<file path="src/rtl/tm1638_disp_drv_if.sv">
// TM1638 display-driver bundle: BCD time digits in, 3-wire serial bus and status out.
// The master modport is the driver side; slave is the digit source / display side.
interface tm1638_disp_drv_if;
   logic [3:0] hour_chuc;
   logic [3:0] hour_dv;
   logic [3:0] min_chuc;
   logic [3:0] min_dv;
   logic [3:0] sec_chuc;
   logic [3:0] sec_dv;
   logic       stb;
   logic       sclk;
   logic       dio;
   logic       busy;
   logic [7:0] data_check;

   modport master (
      input  hour_chuc, hour_dv, min_chuc, min_dv, sec_chuc, sec_dv,
      output stb, sclk, dio, busy, data_check
   );

   modport slave (
      output hour_chuc, hour_dv, min_chuc, min_dv, sec_chuc, sec_dv,
      input  stb, sclk, dio, busy, data_check
   );
endinterface

</file>
<file path="src/rtl/tm1638_disp_drv.sv">
// Periodic HH-MM-SS frame writer for a TM1638 controller (write-only stb/sclk/dio, LSB first).
// Optional macro LEADING_ZERO_BLANK_EN blanks a zero hour-tens digit.
module tm1638_disp_drv #(
   parameter int         CLK_DIV        = 25,
   parameter int         REFRESH_CYCLES = 500000,
   parameter logic [2:0] BRIGHTNESS     = 3'd7
) (
   input  logic              clk_50M,
   input  logic              reset,
   tm1638_disp_drv_if.master bus
);
   localparam logic [2:0] IDLE      = 3'd0;
   localparam logic [2:0] STB_SETUP = 3'd1;
   localparam logic [2:0] SHIFT     = 3'd2;
   localparam logic [2:0] BYTE_END  = 3'd3;
   localparam logic [2:0] STB_HOLD  = 3'd4;
   localparam logic [2:0] GAP       = 3'd5;

   localparam int CW = $clog2(2 * CLK_DIV);
   localparam int RW = $clog2(REFRESH_CYCLES + 1);
   localparam logic [CW-1:0] CD_LAST  = CW'(CLK_DIV - 1);
   localparam logic [CW-1:0] CD_PRE   = CW'(CLK_DIV - 2);
   localparam logic [CW-1:0] GAP_LAST = CW'(2 * CLK_DIV - 1);
   localparam logic [RW-1:0] REF_LAST = RW'(REFRESH_CYCLES - 1);

   localparam logic [7:0] CMD_DATA = 8'h40;
   localparam logic [7:0] CMD_ADDR = 8'hC0;
   localparam logic [7:0] CMD_DISP = {5'b10001, BRIGHTNESS};
   localparam logic [7:0] DASH     = 8'h40;

   function automatic logic [7:0] seg7(input logic [3:0] d);
      case (d)
         4'd0:    seg7 = 8'h3F;
         4'd1:    seg7 = 8'h06;
         4'd2:    seg7 = 8'h5B;
         4'd3:    seg7 = 8'h4F;
         4'd4:    seg7 = 8'h66;
         4'd5:    seg7 = 8'h6D;
         4'd6:    seg7 = 8'h7D;
         4'd7:    seg7 = 8'h07;
         4'd8:    seg7 = 8'h7F;
         4'd9:    seg7 = 8'h6F;
         default: seg7 = DASH;
      endcase
   endfunction

   logic [2:0]    st_q, st_d;
   logic [CW-1:0] cnt_q, cnt_d;
   logic [2:0]    bit_q, bit_d;
   logic          ph_q, ph_d;
   logic [1:0]    txn_q, txn_d;
   logic [4:0]    byte_q, byte_d;
   logic [7:0]    sh_q, sh_d;
   logic [RW-1:0] ref_q, ref_d;
   logic          first_q, first_d;
   logic          stb_q, stb_d, sclk_q, sclk_d, dio_q, dio_d, busy_q, busy_d;
   logic [7:0]    dchk_q, dchk_d;
   logic [3:0]    hc_q, hd_q, mc_q, md_q, sc_q, sd_q;
   logic          start;
   logic [3:0]    addr;
   logic [4:0]    last_byte;
   logic [7:0]    hc_seg, cur_byte;

`ifdef LEADING_ZERO_BLANK_EN
   assign hc_seg = (hc_q == 4'd0) ? 8'h00 : seg7(hc_q);
`else
   assign hc_seg = seg7(hc_q);
`endif

   assign start     = (st_q == IDLE) && (first_q || (ref_q == REF_LAST));
   assign addr      = byte_q[3:0] - 4'd1;
   assign last_byte = (txn_q == 2'd1) ? 5'd17 : 5'd1;

   // byte_q counts bytes already loaded, so it indexes the next byte of the transaction
   always_comb begin
      cur_byte = 8'h00;
      if (txn_q == 2'd0)       cur_byte = CMD_DATA;
      else if (txn_q == 2'd2)  cur_byte = CMD_DISP;
      else if (byte_q == 5'd0) cur_byte = CMD_ADDR;
      else if (!addr[0]) begin
         case (addr[3:1])
            3'd0:    cur_byte = hc_seg;
            3'd1:    cur_byte = seg7(hd_q);
            3'd3:    cur_byte = seg7(mc_q);
            3'd4:    cur_byte = seg7(md_q);
            3'd6:    cur_byte = seg7(sc_q);
            3'd7:    cur_byte = seg7(sd_q);
            default: cur_byte = DASH;
         endcase
      end
   end

   always_comb begin
      st_d = st_q;   cnt_d = cnt_q;   bit_d = bit_q;   ph_d = ph_q;
      txn_d = txn_q; byte_d = byte_q; sh_d = sh_q;     first_d = first_q;
      stb_d = stb_q; sclk_d = sclk_q; dio_d = dio_q;   busy_d = busy_q;
      dchk_d = dchk_q;
      if (start)                 ref_d = '0;
      else if (ref_q == REF_LAST) ref_d = ref_q;
      else                       ref_d = ref_q + 1'b1;
      case (st_q)
         IDLE: if (start) begin
            first_d = 1'b0; busy_d = 1'b1; stb_d = 1'b0;
            txn_d = 2'd0; byte_d = 5'd0; cnt_d = '0; st_d = STB_SETUP;
         end
         STB_SETUP, BYTE_END: begin
            if (st_q == BYTE_END) dchk_d = sh_q;
            if (st_q == STB_SETUP && cnt_q != CD_LAST) cnt_d = cnt_q + 1'b1;
            else if (byte_q < last_byte) begin
               sh_d = cur_byte; byte_d = byte_q + 5'd1; bit_d = 3'd0; ph_d = 1'b0;
               sclk_d = 1'b0; dio_d = cur_byte[0]; cnt_d = '0; st_d = SHIFT;
            end else begin
               cnt_d = '0; st_d = STB_HOLD;
            end
         end
         // BYTE_END stands in for the final cycle of bit 7's high phase
         SHIFT: begin
            if (!ph_q) begin
               if (cnt_q == CD_LAST) begin sclk_d = 1'b1; ph_d = 1'b1; cnt_d = '0; end
               else cnt_d = cnt_q + 1'b1;
            end else if (bit_q == 3'd7 && cnt_q == CD_PRE) begin
               cnt_d = '0; st_d = BYTE_END;
            end else if (cnt_q == CD_LAST) begin
               sclk_d = 1'b0; ph_d = 1'b0; cnt_d = '0;
               bit_d = bit_q + 3'd1; dio_d = sh_q[bit_q + 3'd1];
            end else cnt_d = cnt_q + 1'b1;
         end
         STB_HOLD: begin
            if (cnt_q == CD_LAST) begin stb_d = 1'b1; cnt_d = '0; st_d = GAP; end
            else cnt_d = cnt_q + 1'b1;
         end
         GAP: begin
            if (cnt_q != GAP_LAST) cnt_d = cnt_q + 1'b1;
            else if (txn_q == 2'd2) begin
               cnt_d = '0; busy_d = 1'b0; st_d = IDLE;
            end else begin
               cnt_d = '0; txn_d = txn_q + 2'd1; byte_d = 5'd0; stb_d = 1'b0; st_d = STB_SETUP;
            end
         end
         default: st_d = IDLE;
      endcase
   end

   always_ff @(posedge clk_50M) begin
      if (reset) begin
         st_q <= IDLE;  cnt_q <= '0;  bit_q <= 3'd0;  ph_q <= 1'b0;
         txn_q <= 2'd0; byte_q <= 5'd0; ref_q <= '0;  first_q <= 1'b1;
         stb_q <= 1'b1; sclk_q <= 1'b1; dio_q <= 1'b0; busy_q <= 1'b0;
         dchk_q <= 8'h00;
      end else begin
         st_q <= st_d;   cnt_q <= cnt_d;   bit_q <= bit_d;   ph_q <= ph_d;
         txn_q <= txn_d; byte_q <= byte_d; ref_q <= ref_d;   first_q <= first_d;
         stb_q <= stb_d; sclk_q <= sclk_d; dio_q <= dio_d;   busy_q <= busy_d;
         dchk_q <= dchk_d;
      end
   end

   always_ff @(posedge clk_50M) begin
      sh_q <= sh_d;
      if (start) begin
         hc_q <= bus.hour_chuc; hd_q <= bus.hour_dv;
         mc_q <= bus.min_chuc;  md_q <= bus.min_dv;
         sc_q <= bus.sec_chuc;  sd_q <= bus.sec_dv;
      end
   end

   assign bus.stb        = stb_q;
   assign bus.sclk       = sclk_q;
   assign bus.dio        = dio_q;
   assign bus.busy       = busy_q;
   assign bus.data_check = dchk_q;
endmodule

</file>
<file path="src/flat_wrapper.sv">
// flat-port wrapper written by rule: the top's interface ports become plain ports
module tm1638_disp_drv_flat 
#(
   parameter int         CLK_DIV        = 25,
   parameter int         REFRESH_CYCLES = 500000,
   parameter logic [2:0] BRIGHTNESS     = 3'd7
)
  (clk_50M, reset, bus_hour_chuc, bus_hour_dv, bus_min_chuc, bus_min_dv, bus_sec_chuc, bus_sec_dv, bus_stb, bus_sclk, bus_dio, bus_busy, bus_data_check);
  tm1638_disp_drv_if bus_i ();
  input  logic clk_50M;
  input  logic reset;
  input wire logic [$bits(bus_i.hour_chuc)-1:0] bus_hour_chuc;
  input wire logic [$bits(bus_i.hour_dv)-1:0] bus_hour_dv;
  input wire logic [$bits(bus_i.min_chuc)-1:0] bus_min_chuc;
  input wire logic [$bits(bus_i.min_dv)-1:0] bus_min_dv;
  input wire logic [$bits(bus_i.sec_chuc)-1:0] bus_sec_chuc;
  input wire logic [$bits(bus_i.sec_dv)-1:0] bus_sec_dv;
  output wire logic [$bits(bus_i.stb)-1:0] bus_stb;
  output wire logic [$bits(bus_i.sclk)-1:0] bus_sclk;
  output wire logic [$bits(bus_i.dio)-1:0] bus_dio;
  output wire logic [$bits(bus_i.busy)-1:0] bus_busy;
  output wire logic [$bits(bus_i.data_check)-1:0] bus_data_check;
  assign bus_i.hour_chuc = bus_hour_chuc;
  assign bus_i.hour_dv = bus_hour_dv;
  assign bus_i.min_chuc = bus_min_chuc;
  assign bus_i.min_dv = bus_min_dv;
  assign bus_i.sec_chuc = bus_sec_chuc;
  assign bus_i.sec_dv = bus_sec_dv;
  assign bus_stb = bus_i.stb;
  assign bus_sclk = bus_i.sclk;
  assign bus_dio = bus_i.dio;
  assign bus_busy = bus_i.busy;
  assign bus_data_check = bus_i.data_check;
  tm1638_disp_drv #(.CLK_DIV(CLK_DIV), .REFRESH_CYCLES(REFRESH_CYCLES), .BRIGHTNESS(BRIGHTNESS)) u_core (.clk_50M(clk_50M), .reset(reset), .bus(bus_i));
endmodule
</file>
<file path="config.mk">
export PLATFORM = sky130hd
export DESIGN_NAME = tm1638_disp_drv_flat
export DESIGN_NICKNAME = d
export VERILOG_FILES = /design/src/rtl/tm1638_disp_drv_if.sv /design/src/rtl/tm1638_disp_drv.sv /design/src/flat_wrapper.sv
export SDC_FILE = /design/constraint.sdc
export NUM_CORES = 1
export LEC_CHECK = 0
export ABC_AREA = 0
export CORE_MARGIN = 1
export CORE_UTILIZATION = 55
export CTS_CLUSTER_SIZE = 16
export DETAILED_ROUTE_END_ITERATION = 10
export GPL_TIMING_DRIVEN = 1
export PLACE_DENSITY_LB_ADDON = 0.15
export SLEW_MARGIN = 40
export SYNTH_ARGS = -nofsm -noshare
export SYNTH_HDL_FRONTEND = slang
export SYNTH_SLANG_ARGS = --single-unit
</file>
<file path="constraint.sdc">
create_clock -name clk_50M -period 7.8 [get_ports clk_50M]
set_input_delay 1.56 -clock clk_50M [delete_from_list [all_inputs] [get_ports clk_50M]]
set_output_delay 1.56 -clock clk_50M [all_outputs]
set_load 0.02 [all_outputs]
</file>
# Word-level counts from Yosys, hierarchy flattened
# Memory sizes are Yosys's and may differ from the RTL's. A register that Yosys moved wholly into a read port is not among the register bits.
# Index checks and enable logic that the tools add are counted.
# totals
word_cells	167
latch_bits	0
input_bits	26
register_bits	84
mem_bits_ro	672
ramBits	0
mem_count	6
# mem_list
memory	words	word_bits	rd	rd_clocked_by_memory_dff	write_ports	line_no	rtl
(no name shown)	16	7	1	1	0	tm1638_disp_drv.sv:32	case (d)
(no name shown)	16	7	1	1	0	tm1638_disp_drv.sv:32	
(no name shown)	16	7	1	1	0	tm1638_disp_drv.sv:32	
(no name shown)	16	7	1	1	0	tm1638_disp_drv.sv:32	
(no name shown)	16	7	1	1	0	tm1638_disp_drv.sv:32	
(no name shown)	16	7	1	1	0	tm1638_disp_drv.sv:32	
# classes
n_div	0
eq_ne	30
n_reduce_logical	28
shifts	0
bitwise	1
n_mul	0
muxes	72
n_lt_le_gt_ge	2
add_sub_neg	6
# ops
operator	n
case mux 8 bit (6 select lines)	1
2-to-1 mux 3 bit	12
2-to-1 mux 6 bit	6
2-to-1 mux 5 bit	6
case mux 6 bit (5 select lines)	1
2-to-1 mux 1 bit	24
2-to-1 mux 4 bit	6
2-to-1 mux 8 bit	3
adder 19 x 1 -> 19 bit, second input constant	1
== test 19 bit, second input constant	1
== test 3 bit, second input constant	6
AND reduction 6 bit	3
case mux 3 bit (5 select lines)	1
case mux 5 bit (3 select lines)	1
inequality test 2 x 1 -> 1 bit, second input constant	7
== test 6 x 5 -> 1 bit, second input constant	2
AND reduction 5 bit	2
== test 3 x 2 -> 1 bit, second input constant	3
inequality test 2 bit, second input constant	4
case mux 1 bit (2 select lines)	4
AND reduction 4 bit	2
adder 6 x 1 -> 6 bit, second input constant	1
== test 3 x 1 -> 1 bit, second input constant	2
logical NOT 3 bit	2
28 further kinds	38

# Depth between registers and ports, before layout
# Gate-level depths: netlist (run 1).
# logic_depth
depth_word	10
ltp_mapped	12

# Worst setup path after synthesis (run 1)
# OpenSTA, ideal clock, no wires.
# synth_timing
kind	reg2reg
start	register u_core.ref_q[0]
end	register (tool-made name)
n_path_buf	3
setup_slack_ps	5008
synth_period_minus_slack_ps	2792
setup_time_ps	116
path_stages_with_launch	12
arrival_ps	2676
path_cell_list	dfxtp_1 > ha_1 > and4_1 > nand4_1 > o31ai_1 > buf_4 > buf_8 > buf_6 > mux2i_1 > inv_1 > ha_1 > a31o_2
# synth_rtl
item	line_no	rtl
start, declared	tm1638_disp_drv.sv:54	logic [RW-1:0] ref_q, ref_d;
start signal, assigned	tm1638_disp_drv.sv:152	txn_q <= txn_d; byte_q <= byte_d; ref_q <= ref_d; first_q <= first_d;

==> results.json, run 1 <==
{
  "synth_cells": 687,
  "post_drt_wl_per_cell_um": 15.5,
  "timing.reg2reg.setup_slack_ns": 4.06,
  "die-width_um": 113,
  "critPathKind": "flip-flop to flip-flop",
  "post_route_cells_drive_above_1_share_pct": 10.7,
  "register_area_um2": 2840,
  "detailedPlacementHpwl_um": 9520,
  "setup.worst_path.start_class": "flip-flop",
  "post-cts-setup-buffer-count": 0,
  "synth_warnings": 0,
  "worst_setup_path_end_kind": "flip-flop",
  "clock-root-buffer": "clkbuf_16",
  "slew_headroom_pct": 53.6,
  "totalWireLength_um": 13700,
  "core_um2": 12000,
  "ir_worst_vdd_mv": 0.221,
  "fillerInstances": 942,
  "final_common_cell": "dfxtp_1",
  "ys_seq_elements": 126,
  "post_synth.cell_area_avg_um2": 9.90,
  "timing.final.crit_share_pct": 48.0,
  "synth-async-reset-ratio_pct": 0,
  "route.antenna.remaining_nets": 0,
  "route.top_layer_used": "met4",
  "grt_pass1_wl_um": 23300,
  "rr_worst_depth": 10,
  "most-common-layout-cells": "93 x dfxtp_1, 69 x nand2_1, 58 x nor2_1, 49 x ha_1, 36 x clkdlybuf4s50_1",
  "met2_length_um": 6770,
  "clock_tree_from_tritoncts": "yes",
  "hold_viol_final": 0,
  "worst_hold_slack_after_final_layout_ns": 0.455,
  "path_max_fanout": 71,
  "max_freq_ghz": 0.267,
  "globalplace.congestion": 0.885,
  "synth_top_cell_by_area": "dfxtp_1",
  "synth_ff_type": "dfxtp_1",
  "floorplan.io_pins": 38,
  "grt_max_degree": 72,
  "finalNetCount": 797,
  "remaining_drc_errors": 0,
  "numPortBuffers": 37,
  "synth_enable_flop_cells": 32,
  "syn-num-nets": 762,
  "netlist_area_um2": 6800,
  "synth_top_area_share_pct": 27.7,
  "flow.area_growth_from_synthesis_pct": 15.1,
  "initial_core_util_pct": 56.6,
  "hold_buffers_post_cts": 0,
  "sequential_area_share_after_synthesis_pct": 41.8,
  "worst_slew_pin_slew_ns": 0.677,
  "cts.sink_count": 126,
  "buffer_depth_of_the_longest_clock_path": 2,
  "clock_latency_ns": 0.43,
  "ranking_of_synthesized_cells_by_area": "dfxtp_1 28%, edfxtp_1 14%, ha_1 9.0%, mux2i_1 5.0%, nand2_1 3.8%",
  "drtIter0Drc": 308,
  "antenna-diode-count": 0,
  "grt_remaining_overflow": 0,
  "maxSlewViolCount": 0,
  "power.leakage_uw": 0.00296,
  "dieHeight_um": 113,
  "power_density_nw_per_um2": 361,
  "min-delay-path-class": "flip-flop to flip-flop",
  "timing.critical_path.required_ns": 8.16,
  "maxCapViolCount": 0,
  "multi_input_area_um2": 3710,
  "die_area_um2": 12800,
  "grtUsageTotal_pct": 23.2,
  "setup_repair_after_global_routing_missed_its_margin": "false",
  "clock_skew_ns": 0.00515,
  "grt_antenna_before_repair": 0,
  "met3RoutedLength_um": 380,
  "cts.repair.resized": 0,
  "whs_endpoint": "u_core.bus.data_check[7]$_SDFFE_PP0P_",
  "critical_path.reg2reg.startpoint": "u_core.ref_q[0]$_SDFFE_PP0N_",
  "htreeDepth": 4,
  "first_global_vias": 4940,
  "tritoncts.num_buffers": 17,
  "worstPathArrival_ns": 4.10,
  "clk_transition_reported_paths_ns": 0.05,
  "setup_viol": 0,
  "wirelength_met1_um": 6300,
  "num_rows": 40,
  "worst_hold_path.num_cells": 2,
  "fin_crit_ns": 3.74,
  "via_cell_ratio": 5.78,
  "status": "complete, no violations",
  "synth_cell_type_count": 76,
  "detail_route.first_pass.iterations": 5,
  "route.vias.total": 5102,
  "final.setup.tns_ns": 0,
  "hold_path_startpoint": "u_core.bus.data_check[7]$_SDFFE_PP0P_"
}
-- stage by stage --
stage | total power (µW) | setup slack, ns | std cells | area (µm²) | util, %
after floorplan | 1810 | 5.01 | 687 | 6800 | -
after global placement | 2000 | 4.10 | 850 | 7210 | 60.0
after detailed placement | 2030 | 4.11 | 850 | 7220 | 60.1
after CTS | 2840 | 4.06 | 882 | 7830 | 65.1
after global routing | 3010 | 3.79 | 882 | 7830 | 65.2
final | 2830 | 4.06 | 882 | 7830 | 65.2
-- critical path, stage by stage (launching register included) --
cell	delay, ns
dfxtp_1	0.39
ha_1	0.26
and4_1	0.29
nand4_1	0.20
o31ai_4	0.52
buf_6	0.56
mux2i_1	0.59
inv_1	0.18
ha_1	0.34
o21a_1	0.20
nor2_1	0.08
-- cell usage after synthesis, types with 5 or more instances --
cell type / instances
a211oi_1: 5
a21o_1: 8
a21oi_1: 35
a31oi_1: 9
and3_1: 6
buf_2: 6
buf_6: 5
clkbuf_1: 6
dfxtp_1: 94
edfxtp_1: 32
ha_1: 49
inv_1: 27
mux2_2: 18
mux2i_1: 34
nand2_1: 69
nand2b_1: 6
nand3_1: 30
nand3b_1: 8
nand4_1: 5
nor2_1: 58
nor3_1: 6
o211ai_1: 6
o21a_1: 7
o21ai_0: 25
o21bai_1: 6
o221ai_1: 5
o22ai_1: 7
o32ai_1: 6
or3_1: 7
xnor2_1: 11
xor2_1: 14
-- power breakdown --
| part | internal [µW] | switching, µW |
|---|---|---|
| combinational | 450 | 645 |
| sequential | 857 | 90.3 |
| clock | 515 | 270 |
| total | 1820 | 1010 |
-- area by class of cell --
type,instances,share of cell area [%]
Tap cell,147,2.35
Clock inverter,4,0.576
Multi-Input combinational cell,511,47.4
Inverter,27,1.29
Clock buffer,28,7.13
Timing Repair Buffer,39,4.91
Sequential cell,126,36.3
-- cell families after synthesis --
group / count (synthesis) / share of synthesized area (%)
XOR/XNOR: 26 / 3.46
AO/OA/AOI/OAI: 153 / 15.7
multiplexers: 58 / 9.42
adder cells (fa/ha/maj): 49 / 9.01
AND/OR/NAND/NOR: 225 / 16.5
buffers and inverters: 50 / 4.14
flip-flops: 126 / 41.8
-- how the worst max path moves through the flow --
| stage | cells past startpoint | start | slack (ns) | endpoint |
|---|---|---|---|---|
| final | 10 | u_core.ref_q[0]$_SDFFE_PP0N_ | 4.06 | flip-flop |
| after global routing | 11 | u_core.ref_q[0]$_SDFFE_PP0N_ | 3.79 | flip-flop |
| after CTS | 10 | u_core.ref_q[0]$_SDFFE_PP0N_ | 4.06 | flip-flop |
| after detailed placement | 10 | u_core.ref_q[0]$_SDFFE_PP0N_ | 4.11 | flip-flop |
| after global placement | 9 | u_core.st_q[1]$_SDFFE_PP0P_ | 4.10 | flip-flop |
| after floorplan | 11 | u_core.ref_q[0]$_SDFFE_PP0N_ | 5.01 | flip-flop |
-- layer usage --
| layer | vias up | global-route usage, % |
|---|---|---|
| li1 | 2579 | - |
| met1 | 2417 | 27.8 |
| met2 | 85 | 38.7 |
| met3 | 21 | 6.75 |
| met4 | 0 | 10.0 |
| met5 | - | 0 |
(Power assumes the default switching activity.)
==> run 2, diff against run 1 <==
Clock period 7.8 ns to 3.88 ns, I/O delays scaled along.
==> results.json, run 2 (same netlist as run 1, synthesis figures left out) <==
{
  "timing.reg2reg.setup_slack_ns": 0.64,
  "final.setup.tns_ns": 0,
  "totalWireLength_um": 13200,
  "path_buf_inv": 2,
  "max_freq_ghz": 0.309,
  "dieHeight_um": 113,
  "preCtsSetupSlack_ns": 0.700,
  "setup.worst_path.start_class": "flip-flop",
  "remaining_drc_errors": 0,
  "worst_slew_pin_slew_ns": 0.744,
  "finish.cell_count_without_fillers": 884,
  "drtIter0Drc": 280,
  "clk_transition_reported_paths_ns": 0.05,
  "finalNetCount": 800,
  "register_area_um2": 2840,
  "grt_remaining_overflow": 0,
  "power.leakage_uw": 0.00297,
  "post_drt_wl_per_cell_um": 15.0,
  "grt_antenna_before_repair": 0,
  "path_max_fanout": 78,
  "placedCellCount": 853,
  "rr_worst_depth": 10,
  "route.vias.total": 5140,
  "cp_top_family": "multiplexers",
  "worst_setup_path_end_kind": "flip-flop",
  "detail_route.first_pass.iterations": 5,
  "hold_viol_final": 0,
  "via_cell_ratio": 5.81,
  "core_um2": 12000,
  "ir_worst_vdd_mv": 0.485,
  "slowest_stage_delay_cp_ns": 0.55,
  "crit_path_frequent_cell": "ha_1",
  "post_route_cells_drive_above_1_share_pct": 10.7,
  "critPathKind": "flip-flop to flip-flop",
  "hold_buffers_post_cts": 0,
  "slew_headroom_pct": 49.0,
  "timing.critical_path.required_ns": 4.23,
  "cpMaxStageDelayCell": "mux2i_1",
  "min-delay-path-class": "flip-flop to flip-flop",
  "htreeDepth": 4,
  "timing.critical_path.depth": 10,
  "crit_chain": "ha_1 -> and4_1 -> nand4_1 -> o31ai_4 -> buf_12 -> mux2i_1 -> inv_1 -> ha_1 -> mux2_1 -> nand2_1",
  "final_common_cell": "dfxtp_1",
  "final_core_utilization_pct": 65.2,
  "clock-root-buffer": "clkbuf_16",
  "clock_skew_ns": 0.0112,
  "num_rows": 40,
  "initial_core_util_pct": 56.6,
  "route.antenna.remaining_nets": 0,
  "whs_endpoint": "u_core.bus.data_check[6]$_SDFFE_PP0P_",
  "numPortBuffers": 37,
  "floorplan.io_pins": 38,
  "worst_hold_path.num_cells": 2,
  "globalplace.congestion": 0.902,
  "cts.repair.resized": 0,
  "tritoncts.num_buffers": 17,
  "critical_path.reg2reg.startpoint": "u_core.ref_q[0]$_SDFFE_PP0N_",
  "grtUsageTotal_pct": 22.2,
  "multi_input_area_um2": 3700,
  "cts.sink_count": 126,
  "setup_repair_after_global_routing_missed_its_margin": "false",
  "hold_path_startpoint": "u_core.bus.data_check[6]$_SDFFE_PP0P_",
  "maxSlewViolCount": 0,
  "antenna-diode-count": 0,
  "flow.area_growth_from_synthesis_pct": 15.1,
  "die_area_um2": 12800,
  "timing.final.crit_share_pct": 83.5,
  "clock_tree_from_tritoncts": "yes",
  "worstPathArrival_ns": 3.59,
  "clock_latency_ns": 0.42,
  "grt_max_degree": 79,
  "status": "complete, no violations",
  "detailedPlacementHpwl_um": 9340,
  "grt_pass1_wl_um": 22600,
  "post-cts-setup-buffer-count": 0,
  "setup_viol": 0,
  "maxCapViolCount": 0,
  "buffer_depth_of_the_longest_clock_path": 2,
  "power_density_nw_per_um2": 719,
  "timing.final.ws_setup_ns": 0.642,
  "most-common-layout-cells": "94 x dfxtp_1, 69 x nand2_1, 58 x nor2_1, 49 x ha_1, 37 x clkdlybuf4s50_1",
  "first_global_vias": 4938,
  "fin_crit_ns": 3.24,
  "fillerInstances": 989,
  "die-width_um": 113
}
run 2: cell count changes in the layout (fill, tap and decap cells not counted), sizes merged:
cell / previous run / this run
clkbuf: 28 / 25
clkdlybuf4s50: 36 / 37
buf: 3 / 5
clkinv: 3 / 5
run 2: cell type report:
class	instances	area share, %
multi-input combinational	511	47.2
sequential	126	36.3
clock buffer	25	6.74
timing repair buffer	42	5.37
tap	147	2.35
inverter	27	1.29
clock inverter	6	0.703
run 2: how the worst max path moves through the flow:
stage	from	endpoint	slack [ns]
3_5_place_dp	u_core.ref_q[0]$_SDFFE_PP0N_	flip-flop	0.70
3_3_place_gp	u_core.ref_q[0]$_SDFFE_PP0N_	flip-flop	0.88
2_1_floorplan	u_core.ref_q[0]$_SDFFE_PP0N_	flip-flop	1.09
5_1_grt	u_core.ref_q[0]$_SDFFE_PP0N_	flip-flop	0.35
6_report	u_core.ref_q[0]$_SDFFE_PP0N_	flip-flop	0.64
4_1_cts	u_core.ref_q[0]$_SDFFE_PP0N_	flip-flop	0.68
run 2: tightest hold or removal path, delay by kind of cell (launching register included):
family | cells | cell delay [ns]
flip-flops | 1 | 0.31
AO/OA/AOI/OAI | 1 | 0.05
AND/OR/NAND/NOR | 1 | 0.05
run 2: routing by layer:
layer	track usage (%)	up-vias	share of wire, %
met2	37.5	96	50
met4	11.0	0	2.4
met3	5.62	24	3.0
li1	-	2569	-
met1	26.3	2451	45
met5	0	-	0
run 2: stage by stage:
| stage | total power [µW] | cell area [µm²] | hold slack (ns) |
|---|---|---|---|
| floorplan | 3630 | 6800 | 0.436 |
| global placement | 4030 | 7250 | 0.447 |
| detailed placement | 4100 | 7250 | 0.449 |
| CTS | 5660 | 7830 | 0.456 |
| global route | 6000 | 7830 | 0.481 |
| finish | 5630 | 7830 | 0.455 |
run 2: power by group:
part | internal, µW | switching (µW)
combinational | 914 | 1280
sequential | 1720 | 178
clock | 998 | 533
total | 3630 | 1990
